<file path="config.mk">
export PLATFORM = sky130hd
export DESIGN_NAME = fb_write_scheduler
export DESIGN_NICKNAME = d
export VERILOG_FILES = /design/src/rtl/fb_write_scheduler.sv
export SDC_FILE = /design/constraint.sdc
export NUM_CORES = 1
export LEC_CHECK = 0
export BUFFER_PORTS_ARGS = -buffer_cell sky130_fd_sc_hd__buf_4
export CELL_PAD_IN_SITES_DETAIL_PLACEMENT = 1
export CELL_PAD_IN_SITES_GLOBAL_PLACEMENT = 1
export CORE_MARGIN = 3
export CORE_UTILIZATION = 45
export DETAILED_ROUTE_END_ITERATION = 12
export GPL_ROUTABILITY_DRIVEN = 1
export PLACE_DENSITY = 0.71
export SLEW_MARGIN = 30
export SYNTH_ARGS = -nofsm -noshare
export SYNTH_HDL_FRONTEND = slang
export SYNTH_SLANG_ARGS = --single-unit
</file>
<file path="constraint.sdc">
create_clock -name i_clk -period 6 [get_ports i_clk]
set_clock_uncertainty 0.15 [all_clocks]
set_input_delay 1.2 -clock i_clk [delete_from_list [all_inputs] [get_ports i_clk]]
set_output_delay 1.2 -clock i_clk [all_outputs]
set_load 0.05 [all_outputs]
</file>
<file path="src/rtl/fb_write_scheduler.sv">
// rtl/fb_write_scheduler.sv - framebuffer write port arbiter between buffered CPU stores and a full-screen fill engine
module fb_write_scheduler #(
    parameter int RESOLUTION_X   = 400,
    parameter int RESOLUTION_Y   = 300,
    parameter int PALETTE_LENGTH = 256,
    parameter int FIFO_DEPTH     = 4,
    localparam int XW = $clog2(RESOLUTION_X),
    localparam int YW = $clog2(RESOLUTION_Y),
    localparam int PW = $clog2(PALETTE_LENGTH)
) (
    input  logic          i_clk,
    input  logic          i_rst_n,
    input  logic          i_cpu_wr_en,
    input  logic [XW-1:0] i_cpu_pxl_x,
    input  logic [YW-1:0] i_cpu_pxl_y,
    input  logic [PW-1:0] i_cpu_pxl_value,
    output logic          o_cpu_stall,
    input  logic          i_fill_start,
    input  logic [PW-1:0] i_fill_value,
    output logic          o_fill_busy,
    output logic          o_fill_done,
    output logic          o_fb_wr_en,
    output logic [XW-1:0] o_fb_wr_pxl_x,
    output logic [YW-1:0] o_fb_wr_pxl_y,
    output logic [PW-1:0] o_fb_wr_pxl_value,
    input  logic          i_fb_wr_ready
);

    localparam int AW = (FIFO_DEPTH > 1) ? $clog2(FIFO_DEPTH) : 1;
    localparam int CW = AW + 1;
    localparam int EW = XW + YW + PW;

    localparam logic [XW-1:0] LAST_X = XW'(RESOLUTION_X - 1);
    localparam logic [YW-1:0] LAST_Y = YW'(RESOLUTION_Y - 1);
    localparam logic [CW-1:0] FULL_COUNT = CW'(FIFO_DEPTH);

    typedef enum logic [1:0] {
        S_IDLE  = 2'd0,
        S_FILL  = 2'd1,
        S_DRAIN = 2'd2
    } fill_state_t;

    // Store buffer
    logic [EW-1:0] r_fifo_mem [FIFO_DEPTH];
    logic [AW-1:0] r_wr_ptr;
    logic [AW-1:0] r_rd_ptr;
    logic [CW-1:0] r_count;

    // Fill engine
    fill_state_t   r_state;
    fill_state_t   w_next_state;
    logic [XW-1:0] r_fill_x;
    logic [YW-1:0] r_fill_y;
    logic [PW-1:0] r_fill_value;
    logic          r_fill_done;
    logic          w_fill_done_next;

    // Output slot and arbitration
    logic          r_fb_wr_en;
    logic [XW-1:0] r_fb_wr_pxl_x;
    logic [YW-1:0] r_fb_wr_pxl_y;
    logic [PW-1:0] r_fb_wr_pxl_value;
    logic          r_rr_cpu;

    logic          w_cpu_stall;
    logic          w_in_range;
    logic          w_push;
    logic          w_pop;
    logic          w_slot_free;
    logic          w_xfer;
    logic          w_cpu_pend;
    logic          w_fill_pend;
    logic          w_contended;
    logic          w_grant_cpu;
    logic          w_grant_fill;
    logic          w_fill_last;
    logic [EW-1:0] w_head;
    logic [XW-1:0] w_head_x;
    logic [YW-1:0] w_head_y;
    logic [PW-1:0] w_head_value;

    // Stall comes only from the registered occupancy so a pop never frees a slot in the same cycle.
    assign w_cpu_stall  = (r_count == FULL_COUNT);
    assign w_in_range   = (i_cpu_pxl_x <= LAST_X) && (i_cpu_pxl_y <= LAST_Y);
    // Out-of-range stores are acknowledged but silently dropped.
    assign w_push       = i_cpu_wr_en && !w_cpu_stall && w_in_range;

    assign w_slot_free  = !r_fb_wr_en || i_fb_wr_ready;
    assign w_xfer       = r_fb_wr_en && i_fb_wr_ready;
    assign w_cpu_pend   = (r_count != '0);
    assign w_fill_pend  = (r_state == S_FILL);
    assign w_contended  = w_cpu_pend && w_fill_pend;
    assign w_fill_last  = (r_fill_x == LAST_X) && (r_fill_y == LAST_Y);
    assign w_pop        = w_grant_cpu;

    assign w_head       = r_fifo_mem[r_rd_ptr];
    assign w_head_x     = w_head[EW-1 -: XW];
    assign w_head_y     = w_head[PW +: YW];
    assign w_head_value = w_head[PW-1:0];

    // Pick the source that loads the output slot; round-robin only when both want it.
    always_comb begin
        w_grant_cpu  = 1'b0;
        w_grant_fill = 1'b0;
        if (w_slot_free) begin
            if (w_contended) begin
                if (r_rr_cpu) begin
                    w_grant_cpu = 1'b1;
                end else begin
                    w_grant_fill = 1'b1;
                end
            end else if (w_cpu_pend) begin
                w_grant_cpu = 1'b1;
            end else if (w_fill_pend) begin
                w_grant_fill = 1'b1;
            end
        end
    end

    // Store buffer payload; contents need no reset because occupancy gates every read.
    always_ff @(posedge i_clk) begin
        if (w_push) begin
            r_fifo_mem[r_wr_ptr] <= {i_cpu_pxl_x, i_cpu_pxl_y, i_cpu_pxl_value};
        end
    end

    // Store buffer pointers and occupancy.
    always_ff @(posedge i_clk or negedge i_rst_n) begin
        if (!i_rst_n) begin
            r_wr_ptr <= '0;
            r_rd_ptr <= '0;
            r_count  <= '0;
        end else begin
            if (w_push) begin
                r_wr_ptr <= r_wr_ptr + AW'(1);
            end
            if (w_pop) begin
                r_rd_ptr <= r_rd_ptr + AW'(1);
            end
            case ({w_push, w_pop})
                2'b10:   r_count <= r_count + CW'(1);
                2'b01:   r_count <= r_count - CW'(1);
                default: r_count <= r_count;
            endcase
        end
    end

    // Round-robin pointer flips only after a contended grant.
    always_ff @(posedge i_clk or negedge i_rst_n) begin
        if (!i_rst_n) begin
            r_rr_cpu <= 1'b1;
        end else if (w_slot_free && w_contended) begin
            r_rr_cpu <= !r_rr_cpu;
        end
    end

    // Fill FSM state register.
    always_ff @(posedge i_clk or negedge i_rst_n) begin
        if (!i_rst_n) begin
            r_state     <= S_IDLE;
            r_fill_done <= 1'b0;
        end else begin
            r_state     <= w_next_state;
            r_fill_done <= w_fill_done_next;
        end
    end

    // Fill FSM next state: DRAIN waits for the final fill beat, which sits in the slot until it transfers.
    always_comb begin
        w_next_state     = r_state;
        w_fill_done_next = 1'b0;
        case (r_state)
            S_IDLE: begin
                if (i_fill_start) begin
                    w_next_state = S_FILL;
                end
            end
            S_FILL: begin
                if (w_grant_fill && w_fill_last) begin
                    w_next_state = S_DRAIN;
                end
            end
            S_DRAIN: begin
                if (w_xfer) begin
                    w_next_state     = S_IDLE;
                    w_fill_done_next = 1'b1;
                end
            end
            default: begin
                w_next_state = S_IDLE;
            end
        endcase
    end

    // Fill sweep coordinates advance row-major each time a fill beat is loaded.
    always_ff @(posedge i_clk or negedge i_rst_n) begin
        if (!i_rst_n) begin
            r_fill_x     <= '0;
            r_fill_y     <= '0;
            r_fill_value <= '0;
        end else if ((r_state == S_IDLE) && i_fill_start) begin
            r_fill_x     <= '0;
            r_fill_y     <= '0;
            r_fill_value <= i_fill_value;
        end else if (w_grant_fill && !w_fill_last) begin
            if (r_fill_x == LAST_X) begin
                r_fill_x <= '0;
                r_fill_y <= r_fill_y + YW'(1);
            end else begin
                r_fill_x <= r_fill_x + XW'(1);
            end
        end
    end

    // Output slot: load on grant, empty after transfer, hold while backpressured.
    always_ff @(posedge i_clk or negedge i_rst_n) begin
        if (!i_rst_n) begin
            r_fb_wr_en        <= 1'b0;
            r_fb_wr_pxl_x     <= '0;
            r_fb_wr_pxl_y     <= '0;
            r_fb_wr_pxl_value <= '0;
        end else if (w_slot_free) begin
            r_fb_wr_en <= w_grant_cpu || w_grant_fill;
            if (w_grant_cpu) begin
                r_fb_wr_pxl_x     <= w_head_x;
                r_fb_wr_pxl_y     <= w_head_y;
                r_fb_wr_pxl_value <= w_head_value;
            end else if (w_grant_fill) begin
                r_fb_wr_pxl_x     <= r_fill_x;
                r_fb_wr_pxl_y     <= r_fill_y;
                r_fb_wr_pxl_value <= r_fill_value;
            end
        end
    end

    assign o_cpu_stall       = w_cpu_stall;
    assign o_fill_busy       = (r_state != S_IDLE);
    assign o_fill_done       = r_fill_done;
    assign o_fb_wr_en        = r_fb_wr_en;
    assign o_fb_wr_pxl_x     = r_fb_wr_pxl_x;
    assign o_fb_wr_pxl_y     = r_fb_wr_pxl_y;
    assign o_fb_wr_pxl_value = r_fb_wr_pxl_value;

endmodule

</file>
==> qor.txt <==
RUN STATUS
------------------------------------------------------------------------------------------------------
Result of the run                                                                         finished, final reports clean

POWER AND IR DROP
------------------------------------------------------------------------------------------------------
LEAKAGE                                                                                    0.003217 uW
Worst-case vdd ir drop                                                                     0.0002472 V
Power density cells                                                                       473.0 nW/um^2

GLOBAL ROUTING
------------------------------------------------------------------------------------------------------
Number of antenna violations at the first check in global routing                                    0
Number of global-route vias before repair                                                        4,484
Global-route wire length before repair                                                    26,050 microns
Pin count of the biggest net entering global routing                                                65
GRT Resource Usage Total                                                                        0.2082
Grt ovf                                                                                              0

YOSYS
------------------------------------------------------------------------------------------------------
Top FF cell, synth                                                                        sky130_fd_sc_hd__edfxtp_1
Area fraction in compound gates after synthesis                                                0.08009
Mapped Area                                                                                 6905 sq um
Main combinational cell family by area after synthesis                                    multiplexers
Post-synthesis cell type count                                                                      56
Number of synthesized flops with an enable pin                                                     104
Synth Area in Adders                                                                           0.01558
Simple-gate portion of the synthesized area                                                    0.09205
Syn_nets                                                                                           501
Number of warnings printed during yosys synthesis                                                    0
Xor/xnor share of the synthesized area                                                        0.008878
Proportion of synthesized area in mux cells                                                    0.09386
Async SR Flop Fraction                                                                          0.3810
Mean Syn Cell Area                                                                         15.21 sq um
Post-synthesis register bit count                                                                  168
Gate Count Post-Synth                                                                              454
Sequential share of the synthesized area                                                        0.6844

STA
------------------------------------------------------------------------------------------------------
Worst rel slew slack                                                                            0.4056
Number of pins with negative max-slew slack in the final report                                      0
Final worst path period share                                                                   0.5521
Final critical-path required period                                                            3312 ps
Setup-violating endpoint count in the final report                                                   0
Final hold viol count                                                                                0
Slew of the pin with the lowest slew margin                                                   891.5 ps
Total Neg Setup Slack                                                                             0 ps
Highest clock frequency the design can meet                                                 0.3019 GHz
Setup repair after global routing missed its margin                                                 no

SETUP PATH
------------------------------------------------------------------------------------------------------
Cells along the critical path                                                             buf_4 -> o311ai_0 -> nand3b_1 -> a21oi_1 -> and2_1 -> buf_4
Cell with the largest stage delay on the worst path                                       sky130_fd_sc_hd__and2_1
Data arrival at the endpoint of the critical path                                              3260 ps
Worst-path maximum fanout                                                                           16
Cell with the most instances on the worst path                                            sky130_fd_sc_hd__buf_4
Type of destination of the critical path                                                          flop
CP required                                                                                    5950 ps
Delay of the slowest critical-path stage                                                        580 ps
Critical path launch point type                                                           primary input
Critical setup path kind                                                                  primary input to flop

HOLD PATH
------------------------------------------------------------------------------------------------------
Path class of the lowest-slack min-delay path                                             flop to flop

FINAL LAYOUT
------------------------------------------------------------------------------------------------------
Post-synthesis to final-layout area growth                                                      18.72%
Layout cells sized above 1                                                                      0.2776
Leading cell types in the layout, fill and taps excluded                                  104 x sky130_fd_sc_hd__edfxtp_1, 78 x sky130_fd_sc_hd__buf_4, 65 x sky130_fd_sc_hd__nand2_1, 62 x sky130_fd_sc_hd__dfrtp_1
Cell Count, Final, Fillers Out                                                                     728
Filler cell count                                                                                1,425
Final cell area excluding filler cells                                                      8198 sq um
Antenna fix cells                                                                                    0
Number of nets in the finished design                                                              578
Most frequent standard cell in the layout excluding fill and tap cells                    sky130_fd_sc_hd__edfxtp_1

PLACEMENT
------------------------------------------------------------------------------------------------------
Gpl congestion                                                                                  0.7193
Placed Cells                                                                                       696
Cell area after placement                                                                   7629 sq um
HPWL after DPL                                                                            10,410 microns
Port bufs                                                                                           68

CTS
------------------------------------------------------------------------------------------------------
Clock latency of the later-clocked register in the worst-skew pair                              420 ps
Clock transition at the register clock pins on the worst setup and hold paths after CTS          70 ps
Post-cts sizing count                                                                                0
Clock tree root driver cell                                                               sky130_fd_sc_hd__clkbuf_16
Post-CTS Hold Fix Bufs                                                                               0
Buffers inserted by post-CTS timing repair                                                           0
Total number of clock tree sinks                                                                   168
CTS tree                                                                                          done
Number of buffers created by CTS                                                                    17
Number of levels in the clock H-tree                                                                 4
Buffer depth of the longest clock path                                                               2

ROUTE
------------------------------------------------------------------------------------------------------
Vias per inst                                                                                    5.773
Initial DRC count                                                                                  362
DRT Pass-1 Iters                                                                                     5
Routed len/inst                                                                           22.25 microns
Antenna-violating nets left                                                                          0
Number of vias in the routed layout                                                              4,203
Routed wire length                                                                        16,200 microns
Post-route DRC violation count                                                                       0

FLOORPLANNING
------------------------------------------------------------------------------------------------------
Placeable core region                                                                     14,750 sq um
Num ports                                                                                           69
DIE WIDTH                                                                                 129.9 microns
Chip height                                                                               129.9 microns
Initial core utilization                                                                        0.4680
Area enclosed by the die boundary                                                         16,870 sq um
Number of rows in the core area                                                                     44

FLOW RUN
------------------------------------------------------------------------------------------------------
Count of max-cap constraint violations                                                               0

## power breakdown
group / switching (uW) / internal, uW
clock network: 478 / 581
logic: 716 / 464
registers: 195 / 1440
total: 1390 / 2490
## path summary, 6_finish.rpt
path / startpoint / to / slack [ps] / cells after the start
worst min-delay path: r_fill_value[7] / o_fb_wr_pxl_value[7] / 310 / 2
worst max-delay path: i_cpu_pxl_x[4] / r_fifo_mem[0][9] / 2690 / 6
max in group asynchronous: i_rst_n / r_rd_ptr[0] / 4280 / 1
worst min register to register: r_fill_value[7] / o_fb_wr_pxl_value[7] / 310 / 2
worst max register to register: r_count[2] / r_fifo_mem[0][9] / 3350 / 5
min in group asynchronous: i_rst_n / o_fb_wr_pxl_y[5] / 750 / 1
## worst max-delay path, delay by kind of cell
kind	cells	cell delay [ps]
AOI/OAI and AO/OA	2	830
buffers and inverters	2	520
and+or+nand+nor	2	710
## cell type report
cell class / count / area (sq um) / area share
Clock buffer: 17 / 425.4 / 0.05189
Clock inverter: 15 / 141.4 / 0.01725
Inverter: 20 / 75.07 / 0.009158
Multi-Input combinational cell: 246 / 2011 / 0.2453
Sequential cell: 168 / 4730 / 0.5769
Tap cell: 184 / 230.2 / 0.02808
Timing Repair Buffer: 78 / 585.6 / 0.07143
## synth_stat cells, types with 2 or more instances
cell,n,area (sq um)
sky130_fd_sc_hd__mux2_2,2,22.52
sky130_fd_sc_hd__nand2_1,65,244.0
sky130_fd_sc_hd__mux4_2,26,585.6
sky130_fd_sc_hd__a21oi_1,11,55.05
sky130_fd_sc_hd__or3_1,2,12.51
sky130_fd_sc_hd__dfrtp_1,63,1577
sky130_fd_sc_hd__nand4_1,6,37.54
sky130_fd_sc_hd__o21ai_0,12,60.06
sky130_fd_sc_hd__o31ai_2,2,25.02
sky130_fd_sc_hd__o211a_1,2,20.02
sky130_fd_sc_hd__nand3_1,12,60.06
sky130_fd_sc_hd__o21ai_1,2,10.01
sky130_fd_sc_hd__edfxtp_1,104,3123
sky130_fd_sc_hd__o211ai_1,4,30.03
sky130_fd_sc_hd__clkbuf_1,11,41.29
sky130_fd_sc_hd__or4_1,8,60.06
sky130_fd_sc_hd__o21a_1,2,15.01
sky130_fd_sc_hd__nor3b_1,2,15.01
sky130_fd_sc_hd__buf_2,7,35.03
sky130_fd_sc_hd__mux2i_1,4,40.04
sky130_fd_sc_hd__ha_1,7,87.58
sky130_fd_sc_hd__buf_6,2,22.52
sky130_fd_sc_hd__and2_1,5,31.28
sky130_fd_sc_hd__inv_1,20,75.07
sky130_fd_sc_hd__a22oi_1,26,195.2
sky130_fd_sc_hd__nor2_1,3,11.26
sky130_fd_sc_hd__o31ai_1,7,52.55
sky130_fd_sc_hd__xor2_1,2,17.52
sky130_fd_sc_hd__xnor2_1,5,43.79
sky130_fd_sc_hd__nor3_1,4,20.02
## cells by family (layout without fill, tap and decap cells)
kind of cell               Yosys count  in the layout
AOI/OAI and AO/OA                   78             78
adders and majority gates            8              8
and+or+nand+nor                    121            121
xor gates and xnor gates             7              7
buffers and inverters               40            130
muxes                               32             32
DFF                                168            168
## per-layer routing
layer	global-route usage	up-vias	share of wire
li1	-	1893	-
met1	0.2877	2176	0.43
met2	0.3352	121	0.50
met3	0.05485	13	0.056
met4	0.04951	0	0.0097
met5	0	-	0
## registers in the layout, summed over array words and instances, names as in the netlist
| signal | flops |
|---|---|
| r_fill_x | 9 |
| r_wr_ptr | 2 |
| o_fb_wr_en | 1 |
| o_fb_wr_pxl_y | 9 |
| o_fill_done | 1 |
| o_fb_wr_pxl_x | 9 |
| r_rd_ptr | 2 |
| r_fill_value | 8 |
| r_fill_y | 9 |
| o_fb_wr_pxl_value | 8 |
| r_rr_cpu | 1 |
| r_fifo_mem | 104 |
| r_count | 3 |
| r_state | 2 |
## per-stage QoR
| stage | utilization | power (uW) | hold WS [ps] | worst slack, ps |
|---|---|---|---|---|
| 2_1_floorplan | - | 2453 | 288.6 | 2582 |
| 3_3_place_gp | 0.5170 | 2807 | 298.7 | 2257 |
| 3_5_place_dp | 0.5170 | 2849 | 305.4 | 2210 |
| 4_1_cts | 0.5555 | 3916 | 318.9 | 2632 |
| 5_1_grt | 0.5556 | 4081 | 342.0 | 2428 |
| 6_report | 0.5556 | 3877 | 312.7 | 2688 |
Note: power is estimated with default switching activity, not from simulation.
